==> config.mk <==
export PLATFORM = sky130hd
export DESIGN_NAME = calc_ctrl
export DESIGN_NICKNAME = d
export VERILOG_FILES = /design/src/rtl/calc_pkg.sv /design/src/rtl/calc_alu.sv /design/src/rtl/calc_ctrl.sv
export SDC_FILE = /design/constraint.sdc
export NUM_CORES = 1
export LEC_CHECK = 0
export CAP_MARGIN = 10
export CORE_MARGIN = 1
export CORE_UTILIZATION = 31
export CTS_BUF_LIST = sky130_fd_sc_hd__clkbuf_2 sky130_fd_sc_hd__clkbuf_4 sky130_fd_sc_hd__clkbuf_8
export DETAILED_ROUTE_END_ITERATION = 8
export PLACE_DENSITY = 0.56
export SYNTH_ARGS = -nofsm -noshare
export SYNTH_HDL_FRONTEND = slang
export SYNTH_SLANG_ARGS = --single-unit
==> constraint.sdc <==
create_clock -name clk -period 3.25 [get_ports clk]
set_clock_uncertainty 0.05 [all_clocks]
set_input_delay 0.325 -clock clk [delete_from_list [all_inputs] [get_ports clk]]
set_output_delay 0.325 -clock clk [all_outputs]
set_load 0.005 [all_outputs]
==> src/rtl/calc_pkg.sv <==
// Shared types and default widths for the calculator command sequencer.
package calc_pkg;
    localparam int DEF_DATA_W = 32;
    localparam int DEF_ADDR_W = 5;
    localparam int DEF_IMM_W  = 16;

    typedef enum logic [3:0] {
        OP_ADD  = 4'd0,
        OP_SUB  = 4'd1,
        OP_AND  = 4'd2,
        OP_OR   = 4'd3,
        OP_XOR  = 4'd4,
        OP_SLL  = 4'd5,
        OP_SRL  = 4'd6,
        OP_SRA  = 4'd7,
        OP_ADDI = 4'd8,
        OP_LI   = 4'd9,
        OP_MOV  = 4'd10
    } op_e;

    typedef enum logic [1:0] {
        ST_IDLE = 2'd0,
        ST_READ = 2'd1,
        ST_EXEC = 2'd2,
        ST_WB   = 2'd3
    } state_e;
endpackage

==> src/rtl/calc_alu.sv <==
// Combinational ALU: result plus zero / signed-overflow / illegal-opcode flags.
module calc_alu
    import calc_pkg::*;
#(
    parameter int DATA_W = DEF_DATA_W,
    parameter int IMM_W  = DEF_IMM_W
) (
    input  logic [3:0]        op,
    input  logic [DATA_W-1:0] a,
    input  logic [DATA_W-1:0] b,
    input  logic [IMM_W-1:0]  imm,
    output logic [DATA_W-1:0] result,
    output logic              zero,
    output logic              ovf,
    output logic              err
);
    localparam int M = DATA_W - 1;

    logic [DATA_W-1:0] imm_sx;
    logic [4:0]        shamt;

    assign imm_sx = {{(DATA_W-IMM_W){imm[IMM_W-1]}}, imm};
    assign shamt  = b[4:0];

    always_comb begin
        result = '0;
        ovf    = 1'b0;
        err    = 1'b0;
        case (op)
            OP_ADD: begin
                result = a + b;
                ovf    = (a[M] == b[M]) && (result[M] != a[M]);
            end
            OP_SUB: begin
                result = a - b;
                ovf    = (a[M] != b[M]) && (result[M] != a[M]);
            end
            OP_AND:  result = a & b;
            OP_OR:   result = a | b;
            OP_XOR:  result = a ^ b;
            OP_SLL:  result = a << shamt;
            OP_SRL:  result = a >> shamt;
            OP_SRA:  result = $signed(a) >>> shamt;
            OP_ADDI: begin
                result = a + imm_sx;
                ovf    = (a[M] == imm_sx[M]) && (result[M] != a[M]);
            end
            OP_LI:   result = imm_sx;
            OP_MOV:  result = a;
            default: err = 1'b1;
        endcase
        // an illegal opcode reports neither zero nor overflow
        zero = !err && (result == '0);
    end
endmodule

==> src/rtl/calc_ctrl.sv <==
// Four-state command sequencer: latch command, read register file, execute, write back.
module calc_ctrl
    import calc_pkg::*;
#(
    parameter int DATA_W = DEF_DATA_W,
    parameter int ADDR_W = DEF_ADDR_W,
    parameter int IMM_W  = DEF_IMM_W
) (
    input  logic              clk,
    input  logic              rst_n,
    input  logic              cmd_valid,
    output logic              cmd_ready,
    input  logic [3:0]        cmd_op,
    input  logic [ADDR_W-1:0] cmd_rd,
    input  logic [ADDR_W-1:0] cmd_rs1,
    input  logic [ADDR_W-1:0] cmd_rs2,
    input  logic [IMM_W-1:0]  cmd_imm,
    output logic [ADDR_W-1:0] readReg1,
    output logic [ADDR_W-1:0] readReg2,
    input  logic [DATA_W-1:0] readData1,
    input  logic [DATA_W-1:0] readData2,
    output logic [ADDR_W-1:0] writeReg,
    output logic [DATA_W-1:0] writeData,
    output logic              write,
    output logic              res_valid,
    output logic [DATA_W-1:0] res_data,
    output logic              res_zero,
    output logic              res_ovf,
    output logic              res_err
);
    state_e state_q, state_d;

    logic [3:0]        op_q;
    logic [ADDR_W-1:0] rd_q, rs1_q, rs2_q;
    logic [IMM_W-1:0]  imm_q;

    logic [DATA_W-1:0] res_q;
    logic              zero_q, ovf_q, err_q;

    logic [DATA_W-1:0] alu_res;
    logic              alu_zero, alu_ovf, alu_err;

    calc_alu #(
        .DATA_W (DATA_W),
        .IMM_W  (IMM_W)
    ) u_alu (
        .op     (op_q),
        .a      (readData1),
        .b      (readData2),
        .imm    (imm_q),
        .result (alu_res),
        .zero   (alu_zero),
        .ovf    (alu_ovf),
        .err    (alu_err)
    );

    always_ff @(posedge clk or negedge rst_n) begin
        if (!rst_n) state_q <= ST_IDLE;
        else        state_q <= state_d;
    end

    // Outside READ the read ports park at rd+1/rd+2 so the register file
    // never sees a write address matching a read address.
    always_comb begin
        state_d   = state_q;
        cmd_ready = 1'b0;
        res_valid = 1'b0;
        write     = 1'b0;
        readReg1  = rd_q + ADDR_W'(1);
        readReg2  = rd_q + ADDR_W'(2);
        case (state_q)
            ST_IDLE: begin
                cmd_ready = 1'b1;
                if (cmd_valid) state_d = ST_READ;
            end
            ST_READ: begin
                readReg1 = rs1_q;
                readReg2 = rs2_q;
                state_d  = ST_EXEC;
            end
            ST_EXEC: state_d = ST_WB;
            ST_WB: begin
                res_valid = 1'b1;
                write     = !err_q;
                state_d   = ST_IDLE;
            end
            default: state_d = ST_IDLE;
        endcase
    end

    always_ff @(posedge clk or negedge rst_n) begin
        if (!rst_n) begin
            op_q  <= '0;
            rd_q  <= '0;
            rs1_q <= '0;
            rs2_q <= '0;
            imm_q <= '0;
        end else if (state_q == ST_IDLE && cmd_valid) begin
            op_q  <= cmd_op;
            rd_q  <= cmd_rd;
            rs1_q <= cmd_rs1;
            rs2_q <= cmd_rs2;
            imm_q <= cmd_imm;
        end
    end

    always_ff @(posedge clk or negedge rst_n) begin
        if (!rst_n) begin
            res_q  <= '0;
            zero_q <= 1'b0;
            ovf_q  <= 1'b0;
            err_q  <= 1'b0;
        end else if (state_q == ST_EXEC) begin
            res_q  <= alu_res;
            zero_q <= alu_zero;
            ovf_q  <= alu_ovf;
            err_q  <= alu_err;
        end
    end

    assign writeReg  = rd_q;
    assign writeData = res_q;
    assign res_data  = res_q;
    assign res_zero  = zero_q;
    assign res_ovf   = ovf_q;
    assign res_err   = err_q;
endmodule

==> metrics.cfg, run 1 <==
[placed_design]
dpl-instance-area_mm2=0.0258
gp_congestion=1.05
dp_worst_setup_slack_ps=-1480
hpwl_um=92100
post-place-cells=3761
port_buffers=186

[cts]
h-tree-depth=3
cts_made_buffers=9
cts_root_buf=clkbuf_8
cts_tree=built
clk_pin_slew_ps=100
clkLatencyLatePin_ps=420
clock-sinks=72
cts_buffer_depth=2

[grt]
grt_pass1_wl_um=158000
grt_use_total_pct=38.9
grt_antenna_before_repair=4
grt_pass1_vias=22800
grt_max_degree=73
grt-ovfl-total=0

[sta]
fin_crit_ps=3920
fin_ws_ps=-673
tightest_slew_ps=1010
min_period_over_period_pct=121
fmax_mhz=255
setup_violations=10
rsz0062_at_grt=yes
hold_viol=0
drv_slew=0
relSlewSlack_pct=32.0

[worst_hold_path]
hold_path_class=primary input to flop

[floorplan]
initial_utilization_pct=31.4
die_area_mm2=0.0556
ioPinCount=187
die_y_um=236
rows=85
core-area_mm2=0.0539
die_x_um=236

[routing]
vias_per_cell=5.98
drc=0
vias=23100
drt_iter0_drc=2198
ant_nets=0
totalWireLength_um=111000
drt-wirelength-per-cell_um=28.8
drt_first_pass_iters=6

[logic_synthesis]
syn-num-nets=2431
synth_area_mm2=0.0169
synth-main-ff-cell=dfrtp_1
ys_seq_elements=72
synth-async-reset-ratio_pct=100
synthCells=2184
synth-edff-count=0
yosysWarnings=0
ys_types=101
ys_seq_area_share_pct=10.6
syn_area_per_cell_um2=7.75

[finish]
drive_gt1_share_pct=46.1
multi_input_area_mm2=0.0154
fin_cells=3857
area_delta_synth_final_pct=69.1
num-nets-final=3403
stdcell_area_mm2=0.0286
num-fill-cells=5259
postLayoutCoreUtil_pct=53.1
antenna_cells=0
regArea_mm2=0.00181
layout.cells.most_common_list=915 x buf_4, 172 x nand2_1, 152 x nor2_1
layout_commonest_cell=buf_4

[power]
p_leak_nw=12.6
p_total_mw=19.7
max-vdd-ir-drop_mv=0.561
p_per_area_mw_per_mm2=690

[worst_setup_path]
critical_path.startpoint=op_q[2]
cp_max_fo=14
ff2ff_setup_slack_ps=-670
crit_required_ps=3530
worstReg2RegStart=op_q[2]
ff2ff_path_depth=14
critPathCaptureType=flop
crit_path_start_kind=flop
worstReg2RegEnd=res_zero
arrival_ps=4200
crit_end=res_zero
crit_type=flop to flop

[run_status]
violations=setup timing
outcome=complete, but fails checks

[run]
cap_violations=0

-- sequential cells by signal, indices dropped and copies added (netlist names), 2 cells and up --
| register | count |
|---|---|
| op_q | 4 |
| rs1_q | 5 |
| state_q | 2 |
| writeReg | 5 |
| res_data | 32 |
| imm_q | 16 |
| rs2_q | 5 |
-- synthesized netlist by cell type, types with 24 or more instances --
cell,count,area share [%]
nand2_1,175,3.9
nor2_1,164,3.6
a21oi_1,146,4.3
ha_1,142,10
clkbuf_1,118,2.6
o21ai_0,111,3.3
inv_1,102,2.3
mux2_2,82,5.5
dfrtp_1,72,11
mux2i_1,70,4.1
nand3_1,68,2.0
mux4_2,48,6.4
buf_4,45,2.0
o211ai_1,42,1.9
o22ai_1,37,1.4
a211oi_1,36,1.6
nor3_1,36,1.1
buf_2,33,0.98
nor2b_1,30,1.1
nand4_1,28,1.0
a21o_1,26,1.2
nor4_1,26,0.96
a31oi_1,25,0.92
o31ai_1,25,1.1
nand2b_1,24,0.89
xnor2_1,24,1.2
-- routing by layer --
| metal | track usage, % | part of all wire [%] |
|---|---|---|
| met1 | 50.2 | 41 |
| met2 | 61.6 | 45 |
| met3 | 5.58 | 7.5 |
| met4 | 22.8 | 7.0 |
| met5 | 0 | 0.021 |
-- where the power goes --
group / internal, mW / leakage, nW / switching, mW
sequential: 1.37 / 0.843 / 0.450
clock: 0.291 / 0.0888 / 0.447
combinational: 8.48 / 11.7 / 8.71
-- cell families after synthesis --
logic type / Yosys count / share of synthesized area (%)
AO/OA/AOI/OAI: 696 / 28.7
XOR/XNOR: 35 / 1.81
adder cells (fa/ha/maj): 145 / 10.8
buffers and inverters: 331 / 9.62
flip-flops: 72 / 10.6
multiplexers: 212 / 17.6
AND/OR/NAND/NOR: 693 / 20.8
-- final cells by class --
| type | count | share of cell area (%) |
|---|---|---|
| multi-input cells | 1781 | 53.8 |
| repair buffers | 1187 | 34.7 |
| flip-flops and latches | 72 | 6.32 |
| well taps | 696 | 3.04 |
| inverters | 105 | 1.44 |
| clock buffers | 9 | 0.433 |
| clock inverters | 7 | 0.214 |
-- worst min-delay path by stage --
stage	slack, ps	cells after the start	to	from
floorplan	-20	0	imm_q[0]	rst_n
global placement	430	1	rs1_q[1]	rs1_q[1]
detailed placement	440	1	rs1_q[4]	rs1_q[4]
CTS	410	2	rs2_q[4]	cmd_rs2[4]
global route	430	2	rs2_q[4]	cmd_rs2[4]
finish	460	2	rs2_q[4]	cmd_rs2[4]
-- per-stage QoR --
stage | hold slack, ps | TNS (ps)
4_1_cts | 407 | -1840
6_report | 458 | -2070
2_1_floorplan | -20.6 | -304
3_5_place_dp | 443 | -22860
3_3_place_gp | 434 | -21900
5_1_grt | 434 | -3060
-- what timing repair did --
| action | 4_1_cts | 5_1_grt |
|---|---|---|
| buffers inserted | 57 | 33 |
| hold buffers | 1 | 0 |
| gates resized for setup | 324 | 178 |
| setup endpoints to repair | 24 | 20 |
| pin swaps | 85 | 77 |
| hold endpoints to repair | 13 | 0 |
| gates cloned | 1 | 2 |
-- critical path, stage by stage, from the launching register on --
cell	delay, ps
dfrtp_1	430
buf_12	170
buf_4	150
nor4b_2	170
buf_4	220
a222oi_1	580
o21ai_0	150
nand3b_1	380
nor3_1	350
and4_1	230
nand4_1	210
nor4_2	210
buf_4	150
nand4b_1	90
o41ai_2	280
Note: power is estimated with default switching activity, not from simulation.
==> inputs of run 2 (changes only) <==
- REMOVE_ABC_BUFFERS: not set -> 1
==> run 2 against run 1 <==
Effect of this change: the flow finishes with violations (hold timing, setup timing); routed wire length increased by 0.31%; global-route usage decreased by 0.053 points; die area unchanged; maximum frequency decreased by 5.1%; register-to-register slack got worse by 210 ps; via count increased by 1.0%; count of clock-buffer cells in the layout unchanged; clock power increased by 6.9%; flip-flop and latch count unchanged; cell count increased by 1.1%; first-iteration DRC count increased by 15%; critical path type unchanged; largest power group unchanged.
==> metrics.cfg, run 2 (same netlist as run 1, synthesis figures left out) <==
[routing]
ant_nets=0  ; unchanged
totalWireLength_um=111000  ; +0.31%
drt_iter0_drc=2530  ; +15%
drt_first_pass_iters=6  ; unchanged
drt-wirelength-per-cell_um=28.6  ; -0.83%
vias=23300  ; +1.0%
drc=0  ; unchanged
vias_per_cell=5.98  ; about the same

[worst_setup_path]
slowest_stage=dfrtp_1
path_cells=ha_4 > fa_2 > a21o_1 > a21oi_2 > o31a_1 > o211ai_1 > buf_4 > a211oi_4 > mux2i_2 > nor4_2 > nand4_1 > nor4_2 > buf_4 > nand4b_1 > o41ai_2
crit_type=flop to flop
crit_path_start_kind=flop
critPathCaptureType=flop
cp_max_fo=3  ; -11
crit_required_ps=3550  ; +20 ps
arrival_ps=4430  ; +230 ps
cpPeakStageDelay_ps=440  ; -140 ps

[cts]
cts_made_buffers=9  ; unchanged
cts_buffer_depth=2  ; unchanged
clk_pin_slew_ps=110  ; about the same
hold_buffers=0  ; -1
clock-sinks=72  ; unchanged
h-tree-depth=3  ; unchanged
cts_tree=built
clkLatencyLatePin_ps=450  ; +30 ps
cts_root_buf=clkbuf_8

[placed_design]
port_buffers=186  ; unchanged
hpwl_um=91000  ; -1.2%
dp_worst_setup_slack_ps=-2110  ; -631 ps
gp_congestion=1.03  ; -1.8%

[grt]
grt_pass1_vias=22600  ; -0.65%
grt_use_total_pct=38.8  ; -0.053 points
grt_antenna_before_repair=2  ; -2
grt_pass1_wl_um=158000  ; about the same
grt-ovfl-total=0  ; unchanged
grt_max_degree=73  ; unchanged

[power]
p_leak_nw=13.0  ; +2.9%
p_per_area_mw_per_mm2=694  ; +0.68%
pwr-share-seq_pct=8.8  ; -0.4 points
sw_frac_of_total_pct=48.0  ; -0.66 points
p_clk_share_pct=3.9  ; +0.2 points
combPwrFrac_pct=87.3  ; +0.2 points
p_total_mw=20.2  ; +2.4%
max-vdd-ir-drop_mv=0.508  ; -9.5%
power.internal_mw=10.5  ; +3.7%
switchingPower_mw=9.71  ; +1.0%

[sta]
rsz0062_at_grt=yes
setup_violations=11  ; +1
drv_slew=0  ; unchanged
relSlewSlack_pct=32.0  ; +0.065 points
hold_viol=6  ; +6
holdWs_ps=-4.47  ; -462 ps
fin_crit_ps=4130  ; +212 ps
fin_ws_ps=-884  ; -212 ps
timing.setup.tns_ps=-2870  ; -804 ps
min_period_over_period_pct=127  ; +6.5 points
tightest_slew_ps=1020  ; +7.67 ps
fmax_mhz=242  ; -5.1%

[worst_hold_path]
hold_path_class=primary input to asynchronous set/reset pin

[finish]
regArea_mm2=0.00181  ; -0.14%
num-nets-final=3446  ; +1.3%
multi_input_area_mm2=0.0155  ; +0.33%
largest_register_ffs=32  ; unchanged
drive_gt1_share_pct=47.3  ; +1.2 points
area_delta_synth_final_pct=72.0
layout.cells.most_common_list=943 x buf_4, 163 x nand2_1, 154 x nor2_1
num-fill-cells=5233  ; -0.49%
layout_commonest_cell=buf_4

[run_status]
outcome=complete, but fails checks
violations=hold timing, setup timing

[floorplan]
die_area_mm2=0.0556  ; unchanged
die_x_um=236  ; unchanged
initial_utilization_pct=31.4  ; unchanged
rows=85  ; unchanged
core-area_mm2=0.0539  ; unchanged
ioPinCount=187  ; unchanged
die_y_um=236  ; unchanged

[run]
cap_violations=0  ; unchanged

-- run 2: area by class of cell --
type	count	share of cell area, %
Inverter	105	1.41
Tap cell	696	2.99
Timing Repair Buffer	1230	35.7
Multi-Input combinational cell	1781	53.1
Clock buffer	9	0.425
Clock inverter	7	0.219
Antenna cell	1	0.00859
Sequential cell	72	6.20
-- run 2: power groups by stage --
stage | sequential (mW) | clock (mW) | combinational (mW)
3_5_place_dp | 1.77 | 0 | 14.8
2_1_floorplan | 1.99 | 0 | 5.56
5_1_grt | 1.84 | 0.842 | 18.4
4_1_cts | 1.78 | 0.826 | 16.0
3_3_place_gp | 1.75 | 0 | 14.8
6_report | 1.78 | 0.789 | 17.6
-- run 2: repair_timing --
item	CTS	global route
gates cloned	3	1
pin swaps	93	98
gates resized for setup	304	242
buffers inserted	36	52
setup endpoints to repair	25	23
endpoints found under the hold margin	0	0
-- run 2: final timing paths --
kind / start / to / slack [ps] / cells after the start
setup / recovery: imm_q[0] / res_zero / -880 / 15
max in group asynchronous: rst_n / imm_q[15] / 2440 / 1
setup reg to reg: imm_q[0] / res_zero / -880 / 15
hold / removal: rst_n / res_data[5] / -4 / 1
min in group clk: cmd_imm[4] / imm_q[4] / 430 / 2
hold reg to reg: rs2_q[2] / rs2_q[2] / 460 / 1
-- run 2: through the flow --
stage | instances | instance area [um2] | util, %
detailed placement | 3803 | 26000 | 48.3
floorplan | 1958 | 15700 | -
CTS | 3851 | 27800 | 51.5
finish | 3901 | 29100 | 54.0
global route | 3901 | 29100 | 54.0
global placement | 3803 | 26000 | 48.3
-- run 2: worst max-delay path: cells and delay by family, from the launching register on --
family                   cells  cell delay (ps)
AO/OA/AOI/OAI                6             1470
adder cells (fa/ha/maj)      2              600
buffers and inverters        2              400
flip-flops                   1              440
multiplexers                 1              120
AND/OR/NAND/NOR              4              940
-- run 2: per-layer routing --
layer	part of all wire [%]	wire length [um]	global-route usage, %	vias to the layer above
met5	0	0	0	-
met4	7.1	7900	22.1	0
met3	7.7	8570	5.83	285
met2	45	49900	62.6	1288
met1	40	45100	49.3	11400
li1	-	-	-	10400
